## config.mk

```make
export PLATFORM = sky130hd
export DESIGN_NAME = regfile_dump_unit
export DESIGN_NICKNAME = d
export VERILOG_FILES = /design/src/rtl/regfile_dump_unit_pkg.sv /design/src/rtl/regfile_dump_unit.sv
export SDC_FILE = /design/constraint.sdc
export NUM_CORES = 1
export LEC_CHECK = 0
export ABC_CLOCK_PERIOD_IN_PS = 4000
export BUFFER_PORTS_ARGS = -buffer_cell sky130_fd_sc_hd__buf_2
export CAP_MARGIN = 20
export CELL_PAD_IN_SITES_DETAIL_PLACEMENT = 1
export CELL_PAD_IN_SITES_GLOBAL_PLACEMENT = 2
export CORE_MARGIN = 2
export CORE_UTILIZATION = 28
export CTS_BUF_LIST = sky130_fd_sc_hd__clkbuf_4
export DETAILED_ROUTE_END_ITERATION = 12
export PLACE_DENSITY_LB_ADDON = 0.1
export SETUP_SLACK_MARGIN = 0.2
export SYNTH_ARGS = -nofsm -noshare
export SYNTH_HDL_FRONTEND = slang
export SYNTH_SLANG_ARGS = --single-unit
```

## constraint.sdc

```tcl
create_clock -name i_clk -period 4 [get_ports i_clk]
set_input_delay 0.4 -clock i_clk [delete_from_list [all_inputs] [get_ports i_clk]]
set_output_delay 0.4 -clock i_clk [all_outputs]
set_load 0.1 [all_outputs]
```

## src/rtl/regfile_dump_unit_pkg.sv

```systemverilog
// Shared core package: architectural register-file geometry and the
// dump FSM state encoding. Also imported by the register file and decoder.
package regfile_dump_unit_pkg;

  localparam int unsigned XLEN     = 64;
  localparam int unsigned NUM_REGS = 32;
  localparam int unsigned AW       = $clog2(NUM_REGS);

  typedef enum logic [1:0] {
    ST_IDLE  = 2'd0,
    ST_RUN   = 2'd1,
    ST_DRAIN = 2'd2
  } dump_state_t;

endpackage

```

## src/rtl/regfile_dump_unit.sv

```systemverilog
// regfile_dump_unit
//   Walks x0..x(NUM_REGS-1) through register-file read port 1 and streams
//   each register out as an {index, data} beat over a valid/ready handshake.
//   Also snoops the write port and flags any write to a non-zero rd while busy.
//
// Ports
//   i_clk, i_rst_n     clock, asynchronous active-low reset
//   i_start            one-cycle dump request, honoured only when idle
//   o_busy             dump in progress (through the done pulse)
//   o_rf_raddr         read index to register file rs1
//   i_rf_rdata         combinational read data for o_rf_raddr
//   i_rf_we_snoop      register file write enable
//   i_rf_wa_snoop      register file write address
//   o_out_valid/i_out_ready  beat handshake
//   o_out_index, o_out_data, o_out_last  beat payload
//   o_done             one-cycle pulse after the last beat is accepted
//   o_wr_conflict      sticky write-during-dump flag, cleared by next start
module regfile_dump_unit
  import regfile_dump_unit_pkg::*;
(
  input  logic            i_clk,
  input  logic            i_rst_n,
  input  logic            i_start,
  output logic            o_busy,
  output logic [AW-1:0]   o_rf_raddr,
  input  logic [XLEN-1:0] i_rf_rdata,
  input  logic            i_rf_we_snoop,
  input  logic [AW-1:0]   i_rf_wa_snoop,
  output logic            o_out_valid,
  input  logic            i_out_ready,
  output logic [AW-1:0]   o_out_index,
  output logic [XLEN-1:0] o_out_data,
  output logic            o_out_last,
  output logic            o_done,
  output logic            o_wr_conflict
);

  dump_state_t     r_state;
  logic [AW-1:0]   r_rd_idx;
  logic            r_busy;
  logic            r_out_valid;
  logic [AW-1:0]   r_out_index;
  logic [XLEN-1:0] r_out_data;
  logic            r_out_last;
  logic            r_done;
  logic            r_wr_conflict;

  logic            w_start_ok;
  logic            w_load;
  logic            w_last_idx;
  logic            w_conflict;

  // The FSM is already back in IDLE during the done cycle, but busy is still
  // high there; gating on busy keeps a start coincident with done ignored.
  assign w_start_ok = (r_state == ST_IDLE) && i_start && !r_busy;
  assign w_load     = (r_state == ST_RUN) && (!r_out_valid || i_out_ready);
  assign w_last_idx = (r_rd_idx == AW'(NUM_REGS - 1));
  assign w_conflict = r_busy && i_rf_we_snoop && (i_rf_wa_snoop != '0);

  assign o_rf_raddr = (r_state == ST_RUN) ? r_rd_idx : '0;

  always_ff @(posedge i_clk or negedge i_rst_n) begin
    if (!i_rst_n) begin
      r_state       <= ST_IDLE;
      r_rd_idx      <= '0;
      r_busy        <= 1'b0;
      r_out_valid   <= 1'b0;
      r_out_index   <= '0;
      r_out_data    <= '0;
      r_out_last    <= 1'b0;
      r_done        <= 1'b0;
      r_wr_conflict <= 1'b0;
    end else begin
      r_done <= 1'b0;
      if (r_done) begin
        r_busy <= 1'b0;
      end
      if (w_conflict) begin
        r_wr_conflict <= 1'b1;
      end

      case (r_state)
        ST_IDLE: begin
          if (w_start_ok) begin
            r_state       <= ST_RUN;
            r_rd_idx      <= '0;
            r_busy        <= 1'b1;
            r_wr_conflict <= 1'b0;
          end
        end

        ST_RUN: begin
          // In RUN an accepted beat is always replaced by a new load, so
          // out_valid never drops here.
          if (w_load) begin
            r_out_valid <= 1'b1;
            r_out_index <= r_rd_idx;
            r_out_data  <= i_rf_rdata;
            r_out_last  <= w_last_idx;
            if (w_last_idx) begin
              r_state <= ST_DRAIN;
            end else begin
              r_rd_idx <= r_rd_idx + 1'b1;
            end
          end
        end

        ST_DRAIN: begin
          if (r_out_valid && i_out_ready) begin
            r_out_valid <= 1'b0;
            r_done      <= 1'b1;
            r_state     <= ST_IDLE;
          end
        end

        default: begin
          r_state <= ST_IDLE;
        end
      endcase
    end
  end

  assign o_busy        = r_busy;
  assign o_out_valid   = r_out_valid;
  assign o_out_index   = r_out_index;
  assign o_out_data    = r_out_data;
  assign o_out_last    = r_out_last;
  assign o_done        = r_done;
  assign o_wr_conflict = r_wr_conflict;

endmodule
```

After elaboration in Yosys (flattened, before gate mapping)
Cells that the tools add are included.
{"block": "op_classes", "add_sub_neg": 1, "n_eq_ne": 8, "muxes": 21, "n_reduce_logical": 17}
{"op": "$mux W5", "n": 4}
{"op": "$mux W1", "n": 10}
{"op": "$ne A2 B2 Y1 const B", "n": 5}
{"op": "$pmux W5 S2", "n": 1}
{"op": "$mux W2", "n": 4}
{"op": "$reduce_and A4 Y1", "n": 2}
{"op": "$logic_and A1 B1 Y1", "n": 6}
{"op": "$pmux W2 S3", "n": 1}
{"op": "$add A5 B1 Y5 const B", "n": 1}
{"op": "$eq A5 B5 Y1 const B", "n": 1}
{"op": "$reduce_bool A5 Y1", "n": 1}
{"op": "$reduce_bool A2 Y1", "n": 2}
{"op": "$reduce_and A3 Y1", "n": 1}
{"op": "$eq A2 B1 Y1 const B", "n": 1}
{"op": "$eq A2 B2 Y1 const B", "n": 1}
{"op": "$logic_not A1 Y1", "n": 2}
{"op": "$logic_not A2 Y1", "n": 1}
{"op": "$pmux W1 S2", "n": 1}
{"op": "$reduce_and A2 Y1", "n": 1}
{"op": "$logic_or A1 B1 Y1", "n": 1}
{"block": "totals", "ff_bits": 81, "input_bits": 74, "out_inout_bits": 79, "elab_cells": 56}

Logic depth before layout (Yosys ltp)
Gate-level depths: netlist of run 1.
{"block": "depth", "ltp_word": 5, "mapped_depth": 6, "ltp_nobuf": 6}

Worst setup path after synthesis of run 1
Ideal clock, no wire load.
{"block": "synth_timing", "path_type": "register to output", "startpoint": "register r_state[1]", "endpoint": "output port o_rf_raddr[0]", "arrival_ps": 1411, "required_time_ps": 3600, "path_slack_ps": 2189, "stages_incl_launch_ff": 3, "n_path_buf": 0, "path_cell_list": "dfrtp_1 -> and2b_2 -> and2_1"}
{"block": "synth_via", "elab_chain_len": 2}
{"item": "start: declaration", "line": "regfile_dump_unit.sv:38", "rtl": "dump_state_t r_state;"}
{"item": "start signal: assignment", "line": "regfile_dump_unit.sv:64", "rtl": "r_state <= ST_IDLE;"}
{"item": "start signal: assignment", "line": "regfile_dump_unit.sv:85", "rtl": "r_state <= ST_RUN;"}
{"item": "start signal: assignment", "line": "regfile_dump_unit.sv:101", "rtl": "r_state <= ST_DRAIN;"}
{"item": "$eq A2 B1 Y1", "line": "regfile_dump_unit.sv:60", "rtl": "assign o_rf_raddr = (r_state == ST_RUN) ? r_rd_idx : '0;"}
{"item": "$mux W5", "line": "regfile_dump_unit.sv:60"}
{"item": "end: declaration", "line": "regfile_dump_unit.sv:25", "rtl": "output logic [AW-1:0] o_rf_raddr,"}
No other way between the ends.

Final worst setup path of run 1
Ends and elaborated chain as after synthesis.

==> results of run 1 <==
## how the worst max path moves through the flow
stage,from,cells past startpoint,endpoint,slack [ns]
after floorplan,r_state[1],2,o_rf_raddr[0],2.19
after global placement,i_out_ready,6,o_out_data[12],1.92
after detailed placement,r_state[0],5,o_out_data[54],1.89
after CTS,r_state[1],3,o_rf_raddr[0],1.78
after global routing,r_state[0],5,o_out_data[23],1.71
final,r_state[1],3,o_rf_raddr[0],1.84
## logic make-up after synthesis
logic type,after synthesis,synth area share
and+or+nand+nor,239,0.300
DFF,81,0.636
buffers and inverters,17,0.0255
AOI/OAI and AO/OA,12,0.0263
adders and majority gates,2,0.00785
muxes,1,0.00353
## area by class of cell
class / count / share of cell area
tap: 140 / 0.0418
multi-input combinational: 254 / 0.259
clock buffer: 12 / 0.0215
inverter: 3 / 0.00269
sequential: 81 / 0.484
timing repair buffer: 156 / 0.189
clock inverter: 2 / 0.00179
## power by group
part           internal (mW)  switching (mW)
Sequential             0.984           0.104
Clock                  0.139           0.270
Combinational          0.252            1.55
Total                   1.38            1.92
## worst reg2reg max path, stage by stage, from the launching register on
cell     delay [ns]
dfrtp_1        0.49
and2b_2        0.27
nand2_2        0.61
buf_4          0.47
nand2_1        0.12
nand2_1        0.07
## routing by layer
| metal | part of all wire | up-vias | wire [µm] |
|---|---|---|---|
| met5 | 0 | - | 0 |
| met2 | 0.48 | 81 | 4310 |
| li1 | - | 1389 | - |
| met3 | 0.050 | 13 | 451 |
| met4 | 0.020 | 0 | 177 |
| met1 | 0.45 | 1358 | 4040 |
## placed cells by master, fill, tap and decap left out, drive strengths merged, types with 2 or more instances in the layout
cell / netlist / routed
and3: 2 / 2
dfrtp: 81 / 81
nor2: 2 / 2
and2: 6 / 6
and2b: 2 / 2
buf: 14 / 156
nand2b: 3 / 3
nand2: 216 / 216
a21oi: 3 / 3
clkbuf: 0 / 12
a22o: 3 / 3
nor3: 3 / 3
ha: 2 / 2
inv: 3 / 3
nand3: 2 / 2
clkinv: 0 / 2
o21ai: 3 / 3
## sequential cells by signal, indices dropped and copies added (netlist names)
register,count
o_out_data,64
o_out_index,5
r_rd_idx,5
r_state,2
o_busy,1
o_done,1
o_out_last,1
o_out_valid,1
o_wr_conflict,1
## through the flow
| stage | instances | area (µm²) | hold WS, ns |
|---|---|---|---|
| 6_report | 648 | 4190 | -0.00239 |
| 2_1_floorplan | 352 | 3190 | 0.104 |
| 3_5_place_dp | 634 | 4090 | 0.451 |
| 5_1_grt | 648 | 4190 | 0.0437 |
| 3_3_place_gp | 634 | 4090 | 0.445 |
| 4_1_cts | 648 | 4190 | 0.0135 |
==> metrics.cfg, run 1 <==
[run_status]
status = complete, but fails checks
violations = negative hold slack

[place]
io_buffers = 152
dp_hpwl_um = 6400
gp_congestion = 0.712
dp_slack_ns = 1.89

[synth]
synth-seq-cells = 81
yosysTopAreaCellShare = 0.636
ys_seq_area_frac = 0.636
netlist_area_um2 = 3190
synth_area_leaders = dfrtp_1, nand2_1, buf_2
yosysTopAreaCell = dfrtp_1
avgSynthCellArea_um2 = 9.05
syn_inst = 352
synthFlopType = dfrtp_1
async_reset_ff_frac = 1.00
synth_nets = 428
yosysMostFrequentCell = nand2_1
synth_commonest_cells = nand2_1, dfrtp_1, buf_2
synth_edf_count = 0
synth_cell_types = 27
yosys_warnings = 0

[timing]
rsz0062_at_grt = false
relSlewSlack = 0.447
fin_skew_ns = 0.0148
tightest_slew_ns = 0.828
fin_crit_sh = 0.541
final-max-slew-violation-count = 0
timing.final.hold_violations = 1
finalSetupTns_ns = 0
min_period_ns = 2.16
fin_ws_ns = 1.84
max_freq_mhz = 462
whs_ns = -0.00239
setup_viol = 0

[clock_tree]
clock_sinks = 81
h-tree-depth = 3
cts_resized = 0
hold_buffers = 0
post_cts_buffers = 0
root_buffer = clkbuf_4
cts_tree = done
numCtsBuffers = 9
clk_pin_slew_ns = 0.12
clockBufferDepth = 2
clk_latency_ns = 0.44

[layout]
syn2layout_area_growth_pct = 31.4
register_area_um2 = 2030
fill_cells = 1371
diodes = 0
nNetsFinal = 581
drive_above_1_share = 0.341
multi_input_area_um2 = 1080
fin_util = 0.381

[critical_path]
critPathTopFamily = flip-flops
ff2ff_setup_slack_ns = 1.90
arrival_ns = 1.76
cp_num_buf_inv = 1
cp_max_fo = 7
start_kind = register
worstRegToRegCells = 5
slowest_stage = dfrtp_1
crit_chain = and2b_2, and2_1, buf_2
path_class = register to primary output
r2r_end = o_out_data[53]
r2r-start = r_state[0]
cp.required_ns = 3.60
max_stage_delay_ns = 0.46
end_kind = primary output

[job]
drv_cap = 0

[global_route]
grt_pass1_vias = 3067
grt_use_met1 = 0.192
track_usage = 0.156
use_met2 = 0.261
grt-ovfl-total = 0
grt_max_degree = 57
grt_use_met3 = 0.0366
top_usage_layer = met2
antenna_found_initial = 0
grt_pass1_wl_um = 15200

[floorplan]
num_rows = 38
fp.dieW_um = 111
core_um2 = 11000
pin_count = 153
die_y_um = 111
initial_utilization = 0.290
die-area_um2 = 12200

[pwr]
p_total_mw = 3.30
p_leak_nw = 2.45
power.density_nw_per_um2 = 788
max-vdd-ir-drop_uv = 352

[routing]
drt_iter0_markers = 135
drc_errors = 0
drtAntennaViolNets = 0
routed_wl_um = 8980
wire_per_inst_um = 13.9
dr_total_vias = 2841
drt_pass1_iterations = 4
routed_via_density = 4.38

[hold_path]
hold_path_class = input port to asynchronous set/reset pin

Power figures use the tool's default switching activity.
==> inputs of run 2 (changes only) <==
--- a/config.mk
+++ b/config.mk
@@ -5,13 +5,13 @@
 export SDC_FILE = /design/constraint.sdc
 export NUM_CORES = 1
 export LEC_CHECK = 0
-export ABC_CLOCK_PERIOD_IN_PS = 4000
+export ABC_CLOCK_PERIOD_IN_PS = 1800
 export BUFFER_PORTS_ARGS = -buffer_cell sky130_fd_sc_hd__buf_2
 export CAP_MARGIN = 20
 export CELL_PAD_IN_SITES_DETAIL_PLACEMENT = 1
 export CELL_PAD_IN_SITES_GLOBAL_PLACEMENT = 2
 export CORE_MARGIN = 2
-export CORE_UTILIZATION = 28
+export CORE_UTILIZATION = 24
 export CTS_BUF_LIST = sky130_fd_sc_hd__clkbuf_4
 export DETAILED_ROUTE_END_ITERATION = 12
 export PLACE_DENSITY_LB_ADDON = 0.1
==> constraint.sdc (replaced) <==
create_clock -name i_clk -period 1.8 [get_ports i_clk]
set_input_delay 0.18 -clock i_clk [delete_from_list [all_inputs] [get_ports i_clk]]
set_output_delay 0.18 -clock i_clk [all_outputs]
set_load 0.1 [all_outputs]
==> metrics.cfg, run 2 (synthesized netlist as in run 1, its figures left out) <==
[timing]
setup_viol = 0
timing.final.hold_violations = 0
max_freq_mhz = 598
tightest_slew_ns = 0.508
relSlewSlack = 0.664
final-max-slew-violation-count = 0
min_period_ns = 1.67
fin_skew_ns = 0.0179
rsz0062_at_grt = true
finalSetupTns_ns = 0
fin_crit_sh = 0.929

[pwr]
p_leak_nw = 2.87
power.density_nw_per_um2 = 1550
internal_power_mw = 3.69
p_seq_frac = 0.295
pwr-share-clk = 0.148
max-vdd-ir-drop_uv = 535
switching_power_mw = 4.44
sw_frac_of_total = 0.546
pwr-share-comb = 0.557

[routing]
drc_errors = 0
wire_per_inst_um = 13.5
routed_wl_um = 10300
dr_total_vias = 3130
drtAntennaViolNets = 0
drt_iter0_markers = 115
drt_pass1_iterations = 4
routed_via_density = 4.09

[critical_path]
start_kind = register
cp_max_fo = 6
slowest_stage = dfrtp_2
ff2ff_setup_slack_ns = 0.23
path_class = register to primary output
max_stage_delay_ns = 0.43
end_kind = primary output
arrival_ns = 1.49
crit_chain = and2b_2, and2_4, buf_12
cp.required_ns = 1.62

[place]
io_buffers = 152
dp_hpwl_um = 6560
gp_congestion = 0.703
dpl-instance-area_um2 = 4300

[layout]
diodes = 0
drive_above_1_share = 0.342
largest_register_ffs = 64
final_common_cell = nand2_1
syn2layout_area_growth_pct = 64.9
nNetsFinal = 661
fill_cells = 1578
fin_area_um2 = 5250
layout_common_cells = nand2_1, buf_2, dfrtp_1

[floorplan]
die-area_um2 = 14200
core_um2 = 13100
initial_utilization = 0.243
die_y_um = 119
num_rows = 42
fp.dieW_um = 119
pin_count = 153

[clock_tree]
clock_sinks = 81
h-tree-depth = 3
clk_pin_slew_ns = 0.13
cts_tree = done
root_buffer = clkbuf_4
numCtsBuffers = 9
clockBufferDepth = 2
clk_latency_ns = 0.44

[global_route]
grt_max_degree = 51
grt-ovfl-total = 0
track_usage = 0.150
grt_pass1_wl_um = 16900
grt_pass1_vias = 3312
antenna_found_initial = 0

[job]
drv_cap = 0

[hold_path]
hold_path_class = input port to register

[run_status]
status = completed

-- run 2: worst max-delay path, delay by kind of cell, from the launching register on --
kind	cells	cell delay, ns
buf+inv	1	0.17
simple gates	2	0.46
flops	1	0.43
-- run 2: area by class of cell --
class                      count  area (µm²)  share of cell area
sequential                    81        2030               0.387
timing repair buffer         236        1700               0.324
multi-input combinational    254        1130               0.216
tap                          176         220              0.0419
clock inverter                 7        85.1              0.0162
clock buffer                   9        67.6              0.0129
inverter                       3        11.3             0.00214
-- run 2: layer usage --
metal  up-vias  wire [µm]  global-route usage
met4         0        189              0.0625
met2        90       4930               0.250
met1      1478       4660               0.190
met5         -          0                   0
li1       1550          -                   -
met3        12        539              0.0311
-- run 2: power by group through the flow --
stage / clock network, mW / registers, mW / logic [mW]
after floorplan: 0 / 4.85 / 0.911
final: 1.20 / 2.40 / 4.53
after detailed placement: 0 / 2.45 / 4.28
after global placement: 0 / 2.44 / 4.27
after CTS: 1.27 / 2.40 / 4.53
after global routing: 1.32 / 2.45 / 4.75
-- run 2: path summary, 6_finish.rpt --
check,startpoint,to,cells after the start
worst max register to register,r_rd_idx[0],r_rd_idx[0],6
worst max-delay path,r_state[1],o_rf_raddr[0],3
min in group asynchronous,i_rst_n,o_out_data[57],2
worst min register to register,o_done,o_busy,1
worst min-delay path,i_rf_wa_snoop[4],o_wr_conflict,4
max in group asynchronous,i_rst_n,o_out_data[14],3
-- run 2: through the flow --
stage               hold WS [ns]  utilization  power, mW  worst slack (ns)  instances
floorplan                 -0.116            -       5.76             0.208        352
global placement           0.170        0.328       6.70             0.123        674
detailed placement         0.177        0.328       6.74            0.0733        674
CTS                       0.0365        0.398       8.20            0.0677        763
global route              0.0656        0.401       8.52            0.0511        766
finish                    0.0907        0.401       8.13             0.128        766
-- run 2: timing repair --
action                                 4_1_cts  5_1_grt
cloned                                       0        1
buffers inserted                             6        2
resized for setup                           12        1
endpoints found under the hold margin       96        0
setup endpoints to repair                   10       28
pin swaps                                    3        5
hold buffers                                67        0
==> inputs of run 3 (changes only) <==
--- a/config.mk
+++ b/config.mk
@@ -6,13 +6,12 @@
 export NUM_CORES = 1
 export LEC_CHECK = 0
 export ABC_CLOCK_PERIOD_IN_PS = 1800
-export BUFFER_PORTS_ARGS = -buffer_cell sky130_fd_sc_hd__buf_2
+export BUFFER_PORTS_ARGS = -buffer_cell sky130_fd_sc_hd__clkbuf_2
 export CAP_MARGIN = 20
 export CELL_PAD_IN_SITES_DETAIL_PLACEMENT = 1
 export CELL_PAD_IN_SITES_GLOBAL_PLACEMENT = 2
 export CORE_MARGIN = 2
-export CORE_UTILIZATION = 24
-export CTS_BUF_LIST = sky130_fd_sc_hd__clkbuf_4
+export CORE_UTILIZATION = 23
 export DETAILED_ROUTE_END_ITERATION = 12
 export PLACE_DENSITY_LB_ADDON = 0.1
 export SETUP_SLACK_MARGIN = 0.2
==> metrics.cfg, run 3 (synthesized netlist as in run 1, its figures left out) <==
[critical_path]
path_class = register to register
max_stage_delay_ns = 0.39
start_kind = register
worstRegToRegCells = 6
crit_chain = ha_2, and3_4, ha_4, o21ai_4, nand2_2, mux2_2
cp.required_ns = 2.03
arrival_ns = 1.80
end_kind = register
slowest_stage = dfrtp_1
cp_max_fo = 5

[layout]
syn2layout_area_growth_pct = 48.9
fin_area_um2 = 4740
largest_register_ffs = 64
final_common_cell = nand2_1
nNetsFinal = 592
drive_above_1_share = 0.386
layout_common_cells = nand2_1, clkbuf_2, dfrtp_1
diodes = 0
fill_cells = 1664

[pwr]
power.density_nw_per_um2 = 1860
p_total_mw = 8.80
p_leak_nw = 2.67
max-vdd-ir-drop_uv = 640

[timing]
max_freq_mhz = 638
rsz0062_at_grt = true
fin_skew_ns = 0.00721
min_period_ns = 1.57
tightest_slew_ns = 0.577
setup_viol = 0
timing.final.hold_violations = 0
finalSetupTns_ns = 0
fin_crit_sh = 0.871
final-max-slew-violation-count = 0
relSlewSlack = 0.617

[routing]
drt_iter0_markers = 87
routed_wl_um = 9880
routed_via_density = 4.10
dr_total_vias = 2875
wire_per_inst_um = 14.1
drtAntennaViolNets = 0
drc_errors = 0
drt_pass1_iterations = 4

[clock_tree]
h-tree-depth = 3
numCtsBuffers = 9
clockBufferDepth = 2
clk_latency_ns = 0.34
clock_sinks = 81
root_buffer = clkbuf_16
cts_tree = done
clk_pin_slew_ns = 0.07

[place]
io_buffers = 152
gp_congestion = 0.721
dpl-instance-area_um2 = 4230
dp_hpwl_um = 6630

[hold_path]
hold_path_class = input port to register
hold_depth = 3

[floorplan]
pin_count = 153
die-area_um2 = 14800
fp.dieW_um = 122
die_y_um = 122
num_rows = 43
initial_utilization = 0.232
core_um2 = 13700

[global_route]
grt_pass1_wl_um = 15900
antenna_found_initial = 0
grt-ovfl-total = 0
track_usage = 0.140
grt_max_degree = 54
grt_pass1_vias = 3094

[job]
drv_cap = 0

[run_status]
status = completed

==> run 3: cell count changes in the layout (fill, tap and decap cells not counted), moves of 2 or more <==
cell | before | now
dlygate4sd3_1 | 67 | 1
clkbuf_2 | 0 | 146
clkbuf_4 | 9 | 0
clkinv_1 | 2 | 0
clkbuf_16 | 1 | 10
buf_4 | 13 | 10
buf_2 | 146 | 0
==> run 3: worst paths after layout <==
| check | startpoint | endpoint | slack, ns |
|---|---|---|---|
| worst min register to register | o_done | o_busy | 0.46 |
| min in group asynchronous | i_rst_n | o_out_data[3] | 0.32 |
| max in group asynchronous | i_rst_n | o_out_data[50] | 0.90 |
| worst min-delay path | i_rf_rdata[25] | o_out_data[25] | 0.03 |
| worst max register to register | r_rd_idx[1] | r_rd_idx[0] | 0.23 |
| worst max-delay path | r_rd_idx[1] | r_rd_idx[0] | 0.23 |
==> run 3: metrics by stage <==
| step | setup slack [ns] | hold slack (ns) | utilization | instances |
|---|---|---|---|---|
| global route | 0.177 | 0.0224 | 0.346 | 701 |
| finish | 0.232 | 0.0263 | 0.346 | 701 |
| CTS | 0.212 | 0.00730 | 0.343 | 698 |
| floorplan | 0.208 | -0.116 | - | 352 |
| global placement | 0.114 | 0.156 | 0.308 | 676 |
| detailed placement | 0.0648 | 0.151 | 0.308 | 676 |
==> run 3: critical path: cells and delay by family (launching register included) <==
| family | cells | cell delay [ns] |
|---|---|---|
| flops | 1 | 0.39 |
| fa+ha+maj | 2 | 0.38 |
| mux | 1 | 0.29 |
| simple gates | 2 | 0.25 |
| compound gates | 1 | 0.13 |
==> run 3: cell type report <==
| cell class | instances | area, µm² | area share |
|---|---|---|---|
| tap | 180 | 225 | 0.0475 |
| sequential | 81 | 2030 | 0.428 |
| timing repair buffer | 167 | 1020 | 0.215 |
| multi-input combinational | 254 | 1140 | 0.239 |
| inverter | 3 | 11.3 | 0.00237 |
| clock buffer | 9 | 225 | 0.0475 |
| clock inverter | 7 | 93.8 | 0.0198 |
==> run 3: timing repair <==
action	4_1_cts	5_1_grt
hold buffers	1	0
setup buffers	5	2
cloned	0	1
setup endpoints to repair	10	8
resized for setup	28	1
pin swaps	0	4
hold endpoints to repair	28	0
==> run 3: where the power goes <==
| group | total, mW | switching, mW | internal [mW] |
|---|---|---|---|
| Combinational | 4.41 | 3.56 | 0.849 |
| Clock | 1.97 | 0.760 | 1.21 |
| Sequential | 2.42 | 0.224 | 2.20 |
==> run 3: layer usage <==
metal  GRT usage  up-vias  part of all wire
met5           0        -                 0
met4      0.0409        0             0.012
met3      0.0618        8             0.082
met2       0.235       97              0.47
met1       0.162     1359              0.43
li1            -     1411                 -
